**config.mk**
```make
export PLATFORM = sky130hd
export DESIGN_NAME = mem_8x6144_burst_master
export DESIGN_NICKNAME = d
export VERILOG_FILES = /design/src/rtl/mem_8x6144_burst_master.sv
export SDC_FILE = /design/constraint.sdc
export NUM_CORES = 1
export LEC_CHECK = 0
export CORE_ASPECT_RATIO = 1.25
export CORE_MARGIN = 2
export CORE_UTILIZATION = 35
export DETAILED_ROUTE_END_ITERATION = 8
export PLACE_DENSITY = 0.67
export SETUP_SLACK_MARGIN = 0.02
export SLEW_MARGIN = 20
export SYNTH_ARGS = -nofsm -noshare
export SYNTH_HDL_FRONTEND = slang
export SYNTH_SLANG_ARGS = --single-unit
```
**constraint.sdc**
```tcl
create_clock -name CLK -period 4.5 [get_ports CLK]
set_input_delay 0.9 -clock CLK [delete_from_list [all_inputs] [get_ports CLK]]
set_output_delay 0.9 -clock CLK [all_outputs]
set_load 0.02 [all_outputs]
```
**src/rtl/mem_8x6144_burst_master.sv**
```systemverilog
// Burst engine for an 8x6144 synchronous block RAM. One command at a time is
// streamed byte-per-cycle; a 2-entry buffer absorbs the one-cycle read latency.
module mem_8x6144_burst_master #(
   parameter int DATA_W    = 8,
   parameter int ADDR_W    = 13,
   parameter int LEN_W     = 13,
   parameter int MEM_DEPTH = 6144
) (
   input  logic              CLK,
   input  logic              RST_N,
   input  logic              CMD_VALID,
   output logic              CMD_READY,
   input  logic              CMD_WRITE,
   input  logic [ADDR_W-1:0] CMD_ADDR,
   input  logic [LEN_W-1:0]  CMD_LEN,
   input  logic [DATA_W-1:0] WR_DATA,
   input  logic              WR_VALID,
   output logic              WR_READY,
   output logic [DATA_W-1:0] RD_DATA,
   output logic              RD_VALID,
   input  logic              RD_READY,
   output logic              DONE,
   output logic              ERR,
   output logic [DATA_W-1:0] MEM_DI,
   output logic              MEM_DIP,
   output logic [ADDR_W-1:0] MEM_ADDR,
   output logic              MEM_EN,
   output logic              MEM_WE,
   output logic              MEM_SSR,
   input  logic [DATA_W-1:0] MEM_DO
);

   localparam logic [LEN_W:0] DEPTH_L = (LEN_W+1)'(MEM_DEPTH);

   typedef enum logic [2:0] {S_IDLE, S_CHECK, S_WRITE, S_READ, S_FIN} state_t;

   state_t                  state_q, state_d;
   logic                    wr_q, wr_d;
   logic [ADDR_W-1:0]       addr_q, addr_d;
   logic [LEN_W-1:0]        rem_q, rem_d;
   logic [1:0][DATA_W-1:0]  buf_q, buf_d;
   logic                    rd_ptr_q, rd_ptr_d;
   logic                    wr_ptr_q, wr_ptr_d;
   logic [1:0]              cnt_q, cnt_d;
   logic                    infl_q, infl_d;
   logic                    live_q;

   logic [LEN_W:0]          end_sum;
   logic                    rd_vld;
   logic                    pop;
   logic [1:0]              occ;
   logic                    issue;

   assign end_sum = (LEN_W+1)'(addr_q) + (LEN_W+1)'(rem_q);
   assign rd_vld  = (cnt_q != 2'd0);
   assign pop     = rd_vld & RD_READY;
   // Occupancy after this cycle's pop; a read may issue only if it still fits.
   assign occ     = cnt_q + {1'b0, infl_q} - {1'b0, pop};
   assign issue   = (state_q == S_READ) && (rem_q != '0) && (occ < 2'd2);

   assign RD_VALID = rd_vld;
   assign RD_DATA  = rd_vld ? buf_q[rd_ptr_q] : '0;
   assign MEM_DIP  = ^MEM_DI;
   assign MEM_SSR  = 1'b0;

   always_comb begin
      state_d   = state_q;
      wr_d      = wr_q;
      addr_d    = addr_q;
      rem_d     = rem_q;
      infl_d    = 1'b0;
      CMD_READY = 1'b0;
      WR_READY  = 1'b0;
      MEM_EN    = 1'b0;
      MEM_WE    = 1'b0;
      MEM_ADDR  = '0;
      MEM_DI    = '0;
      DONE      = 1'b0;
      ERR       = 1'b0;

      case (state_q)
         S_IDLE: begin
            CMD_READY = live_q;
            if (CMD_VALID && live_q) begin
               wr_d    = CMD_WRITE;
               addr_d  = CMD_ADDR;
               rem_d   = CMD_LEN;
               state_d = S_CHECK;
            end
         end
         S_CHECK: begin
            if (rem_q == '0 || end_sum > DEPTH_L) begin
               ERR     = 1'b1;
               state_d = S_IDLE;
            end else begin
               state_d = wr_q ? S_WRITE : S_READ;
            end
         end
         S_WRITE: begin
            WR_READY = 1'b1;
            MEM_EN   = WR_VALID;
            MEM_WE   = WR_VALID;
            MEM_ADDR = addr_q;
            MEM_DI   = WR_DATA;
            if (WR_VALID) begin
               addr_d = addr_q + ADDR_W'(1);
               rem_d  = rem_q - LEN_W'(1);
               if (rem_q == LEN_W'(1)) state_d = S_FIN;
            end
         end
         S_READ: begin
            if (issue) begin
               MEM_EN   = 1'b1;
               MEM_ADDR = addr_q;
               addr_d   = addr_q + ADDR_W'(1);
               rem_d    = rem_q - LEN_W'(1);
               infl_d   = 1'b1;
            end
            if (rem_q == '0 && !infl_q && cnt_q == 2'd0) state_d = S_FIN;
         end
         S_FIN: begin
            DONE    = 1'b1;
            state_d = S_IDLE;
         end
         default: state_d = S_IDLE;
      endcase
   end

   // Read return path: data issued last cycle lands in the buffer now.
   always_comb begin
      buf_d    = buf_q;
      wr_ptr_d = wr_ptr_q;
      rd_ptr_d = rd_ptr_q;
      if (infl_q) begin
         buf_d[wr_ptr_q] = MEM_DO;
         wr_ptr_d        = ~wr_ptr_q;
      end
      if (pop) rd_ptr_d = ~rd_ptr_q;
      cnt_d = cnt_q + {1'b0, infl_q} - {1'b0, pop};
   end

   always_ff @(posedge CLK or negedge RST_N) begin
      if (!RST_N) begin
         state_q  <= S_IDLE;
         wr_q     <= 1'b0;
         addr_q   <= '0;
         rem_q    <= '0;
         buf_q    <= '0;
         rd_ptr_q <= 1'b0;
         wr_ptr_q <= 1'b0;
         cnt_q    <= 2'd0;
         infl_q   <= 1'b0;
         live_q   <= 1'b0;
      end else begin
         state_q  <= state_d;
         wr_q     <= wr_d;
         addr_q   <= addr_d;
         rem_q    <= rem_d;
         buf_q    <= buf_d;
         rd_ptr_q <= rd_ptr_d;
         wr_ptr_q <= wr_ptr_d;
         cnt_q    <= cnt_d;
         infl_q   <= infl_d;
         live_q   <= 1'b1;
      end
   end

endmodule

```
==> run_summary.xml <==
<?xml version="1.0" encoding="UTF-8"?>
<metrics>
  <group name="outcome">
    <metric name="run_status" unit="">finished, final reports clean</metric>
  </group>
  <group name="power_and_ir_drop">
    <metric name="irDropWorstVdd" unit="mV">0.318</metric>
    <metric name="power.total" unit="W">0.00428</metric>
    <metric name="cellLeakagePower" unit="nW">2.17</metric>
    <metric name="power_density" unit="nW/um^2">867</metric>
  </group>
  <group name="place">
    <metric name="dp_slack" unit="ps">68.3</metric>
    <metric name="buffers_added_on_ports" unit="">84</metric>
    <metric name="dpl_cell_area" unit="um^2">4720</metric>
    <metric name="finalWeightedCongestion" unit="">0.854</metric>
    <metric name="dpl.hpwl" unit="um">7890</metric>
  </group>
  <group name="critical_path">
    <metric name="r2r_slack" unit="ps">1530</metric>
    <metric name="timing_worst_setup_path_type" unit="">register to primary output</metric>
    <metric name="termination_of_the_worst_setup_path" unit="">ERR</metric>
    <metric name="cp-startpoint" unit="">rem_q[0]</metric>
    <metric name="r2r_end" unit="">rem_q[0]</metric>
    <metric name="timing.critical_path.slowest_stage_cell" unit="">sky130_fd_sc_hd__clkdlybuf4s50_1</metric>
    <metric name="worstPathCellList" unit="">ha_1 -&gt; inv_1 -&gt; fa_1 -&gt; xor2_1 -&gt; nand4b_1 -&gt; a2111oi_0 -&gt; o2111ai_1 -&gt; nor4_2 -&gt; o21a_1 -&gt; nor2_1 -&gt; clkdlybuf4s50_1</metric>
    <metric name="cp_slowest_stage_delay" unit="ps">530</metric>
    <metric name="worst-endpoint-arrival" unit="ps">3420</metric>
    <metric name="required" unit="ps">3600</metric>
    <metric name="critPathTopFamily" unit="">compound AO/OA/AOI/OAI gates</metric>
    <metric name="timing.critical_path.fanout_max" unit="">7</metric>
    <metric name="critical_path_depth" unit="">11</metric>
    <metric name="regToRegStartpoint" unit="">rem_q[3]</metric>
    <metric name="critPathCaptureType" unit="">primary output</metric>
    <metric name="critical_path.n_buffers_inverters" unit="">2</metric>
    <metric name="worst_setup_path_start_kind" unit="">register</metric>
    <metric name="timing.reg2reg.worst_path_depth" unit="">8</metric>
  </group>
  <group name="cts">
    <metric name="tritoncts.num_buffers" unit="">5</metric>
    <metric name="cts-hold-fix-buffers" unit="">0</metric>
    <metric name="clock_latency" unit="ps">300</metric>
    <metric name="root_buffer" unit="">sky130_fd_sc_hd__clkbuf_16</metric>
    <metric name="clock_path_buffers" unit="">2</metric>
    <metric name="cts_tree" unit="">yes</metric>
    <metric name="clkSlewWorstSetupHoldPaths" unit="ps">80</metric>
    <metric name="cts_max_level" unit="">2</metric>
    <metric name="clock-sinks" unit="">52</metric>
  </group>
  <group name="die">
    <metric name="row_count" unit="">42</metric>
    <metric name="die_h" unit="um">121</metric>
    <metric name="io-pin-count" unit="">86</metric>
    <metric name="die_area" unit="um^2">11900</metric>
    <metric name="core_region_area" unit="um^2">10700</metric>
    <metric name="start_util" unit="">0.361</metric>
    <metric name="chipWidth" unit="um">97.9</metric>
  </group>
  <group name="logic_synthesis">
    <metric name="ys_seq_area_frac" unit="">0.338</metric>
    <metric name="post-synth-top-area-fraction" unit="">0.338</metric>
    <metric name="netlist_top_cells_area" unit="">sky130_fd_sc_hd__dfrtp_1 (34%), sky130_fd_sc_hd__ha_1 (5.8%), sky130_fd_sc_hd__a21oi_1 (5.7%)</metric>
    <metric name="synth.net_count" unit="">501</metric>
    <metric name="synth_commonest_cells" unit="">sky130_fd_sc_hd__dfrtp_1 (52), sky130_fd_sc_hd__a21oi_1 (44), sky130_fd_sc_hd__o21ai_0 (39)</metric>
    <metric name="number_of_enable_type_register_cells_in_the_synthesized_netlist" unit="">0</metric>
    <metric name="synth.avg_cell_area" unit="um^2">8.88</metric>
    <metric name="ys_warn_count" unit="">0</metric>
    <metric name="postSynth.topFlopCell" unit="">sky130_fd_sc_hd__dfrtp_1</metric>
    <metric name="ys_ff_latch" unit="">52</metric>
    <metric name="yosysTopAreaCell" unit="">sky130_fd_sc_hd__dfrtp_1</metric>
    <metric name="netlist_area_before_placement" unit="um^2">3850</metric>
    <metric name="post-synth-top-count-cell" unit="">sky130_fd_sc_hd__dfrtp_1</metric>
    <metric name="number_of_distinct_library_cells_after_synthesis" unit="">60</metric>
    <metric name="async_set_or_reset_flop_fraction_in_the_synthesized_netlist" unit="">1.00</metric>
    <metric name="postSynthCellCount" unit="">434</metric>
  </group>
  <group name="sta">
    <metric name="max_freq" unit="MHz">231</metric>
    <metric name="setup-tns-final" unit="ps">0</metric>
    <metric name="min_period" unit="ps">4320</metric>
    <metric name="max_slew_margin" unit="">0.483</metric>
    <metric name="finalWorstSetupSlack" unit="ps">179</metric>
    <metric name="timing_hold_violations_final" unit="">0</metric>
    <metric name="worst_slew_pin_slew" unit="ps">773</metric>
    <metric name="post-route-period-util" unit="">0.960</metric>
    <metric name="worst_clock_skew" unit="ps">9.05</metric>
    <metric name="finalSetupViolCount" unit="">0</metric>
    <metric name="rsz0062_at_grt" unit="">true</metric>
    <metric name="timing_max_transition_violations_final" unit="">0</metric>
  </group>
  <group name="grt">
    <metric name="grtUsageTotal" unit="">0.174</metric>
    <metric name="grt.overflow.total" unit="">0</metric>
    <metric name="grt_first_pass_wirelength" unit="um">17000</metric>
    <metric name="initial_antenna_violation_count" unit="">0</metric>
    <metric name="first_global_vias" unit="">3466</metric>
    <metric name="grt_start_max_net_pins" unit="">38</metric>
  </group>
  <group name="hold_path">
    <metric name="hp-class" unit="">register to register</metric>
  </group>
  <group name="detailed_routing">
    <metric name="remaining_drc_errors" unit="">0</metric>
    <metric name="vias_per_cell" unit="">5.58</metric>
    <metric name="route.antenna.remaining_nets" unit="">0</metric>
    <metric name="dr.pass1.iters" unit="">6</metric>
    <metric name="detailedRoute.firstIterationViolations" unit="">294</metric>
    <metric name="detail_route.wl_per_cell" unit="um">16.3</metric>
    <metric name="vias" unit="">3585</metric>
    <metric name="routed_wl" unit="um">10500</metric>
  </group>
  <group name="final_layout">
    <metric name="drive_gt1_frac" unit="">0.0978</metric>
    <metric name="flow.area_growth_from_synthesis" unit="%">28.0</metric>
    <metric name="diodes" unit="">0</metric>
    <metric name="finish.instance_area" unit="um^2">4930</metric>
    <metric name="nFillCells" unit="">1042</metric>
    <metric name="finish.net_count" unit="">577</metric>
    <metric name="final_core_utilization" unit="">0.462</metric>
  </group>
  <group name="job">
    <metric name="drv_cap" unit="">0</metric>
  </group>
</metrics>
==> metrics by stage <==
stage,hold slack [ps],cells
6_report,490,643
5_1_grt,504,643
4_1_cts,499,642
3_5_place_dp,486,634
3_3_place_gp,447,634
2_1_floorplan,427,434
==> repair_timing <==
action | CTS | global route
gates resized for setup | 0 | 17
setup endpoints to repair | 0 | 15
setup buffers | 0 | 0
==> power breakdown <==
part / internal, W / switching (W)
sequential: 0.000706 / 0.000288
clock: 0.000210 / 0.000189
combinational: 0.00126 / 0.00162
total: 0.00218 / 0.00210
==> worst min path at each step <==
stage | from | endpoint | slack, ps | cells past startpoint
2_1_floorplan | wr_q | state_q[0] | 430 | 1
3_3_place_gp | wr_q | state_q[0] | 450 | 1
3_5_place_dp | wr_q | state_q[0] | 490 | 1
4_1_cts | wr_q | state_q[0] | 500 | 1
5_1_grt | wr_q | state_q[0] | 500 | 1
6_report | wr_q | state_q[0] | 490 | 1
==> sequential cells by signal (all words and copies together) (netlist names) <==
signal	count
live_q	1
state_q	3
wr_ptr_q	1
cnt_q	2
wr_q	1
rd_ptr_q	1
addr_q	13
rem_q	13
buf_q	16
infl_q	1
==> area by class of cell <==
cell class | instances | area [um^2] | share of cell area
Timing Repair Buffer | 92 | 931 | 0.189
Inverter | 16 | 60.1 | 0.0122
Clock buffer | 5 | 125 | 0.0254
Clock inverter | 3 | 26.3 | 0.00533
Multi-Input combinational cell | 343 | 2320 | 0.471
Tap cell | 132 | 165 | 0.0335
Sequential cell | 52 | 1300 | 0.264
==> routing by layer <==
| metal | vias up | track usage | part of all wire |
|---|---|---|---|
| met5 | - | 0 | 0 |
| met4 | 0 | 0.0278 | 0.0074 |
| met3 | 7 | 0.0363 | 0.061 |
| met2 | 124 | 0.310 | 0.49 |
| met1 | 1712 | 0.222 | 0.45 |
| li1 | 1742 | - | - |
==> layout by cell type (no fill, tap or decap), types with 4 or more instances in the layout <==
| master | count |
|---|---|
| sky130_fd_sc_hd__nor2_1 | 33 |
| sky130_fd_sc_hd__nand4_1 | 6 |
| sky130_fd_sc_hd__buf_4 | 8 |
| sky130_fd_sc_hd__nor4_1 | 6 |
| sky130_fd_sc_hd__a31oi_1 | 7 |
| sky130_fd_sc_hd__mux2_2 | 17 |
| sky130_fd_sc_hd__dfrtp_1 | 52 |
| sky130_fd_sc_hd__xor2_1 | 7 |
| sky130_fd_sc_hd__inv_1 | 16 |
| sky130_fd_sc_hd__a21o_1 | 4 |
| sky130_fd_sc_hd__ha_1 | 18 |
| sky130_fd_sc_hd__nor3_1 | 11 |
| sky130_fd_sc_hd__xnor2_1 | 8 |
| sky130_fd_sc_hd__clkbuf_16 | 5 |
| sky130_fd_sc_hd__mux2i_1 | 9 |
| sky130_fd_sc_hd__a22oi_1 | 8 |
| sky130_fd_sc_hd__dlymetal6s2s_1 | 14 |
| sky130_fd_sc_hd__nand3_1 | 11 |
| sky130_fd_sc_hd__and2_1 | 24 |
| sky130_fd_sc_hd__nor2b_1 | 7 |
| sky130_fd_sc_hd__clkdlybuf4s50_1 | 69 |
| sky130_fd_sc_hd__o21ai_0 | 39 |
| sky130_fd_sc_hd__o21a_1 | 4 |
| sky130_fd_sc_hd__o22ai_1 | 8 |
| sky130_fd_sc_hd__nand2_1 | 21 |
| sky130_fd_sc_hd__a21oi_1 | 44 |
==> cells by family after synthesis <==
family / Yosys count / synth area share
AOI/OAI and AO/OA: 142 / 0.234
and+or+nand+nor: 138 / 0.191
DFF: 52 / 0.338
buffers and inverters: 40 / 0.0649
muxes: 26 / 0.0731
other: 2 / 0.00195
adders and majority gates: 19 / 0.0636
xor gates and xnor gates: 15 / 0.0341
(Power assumes the default switching activity.)
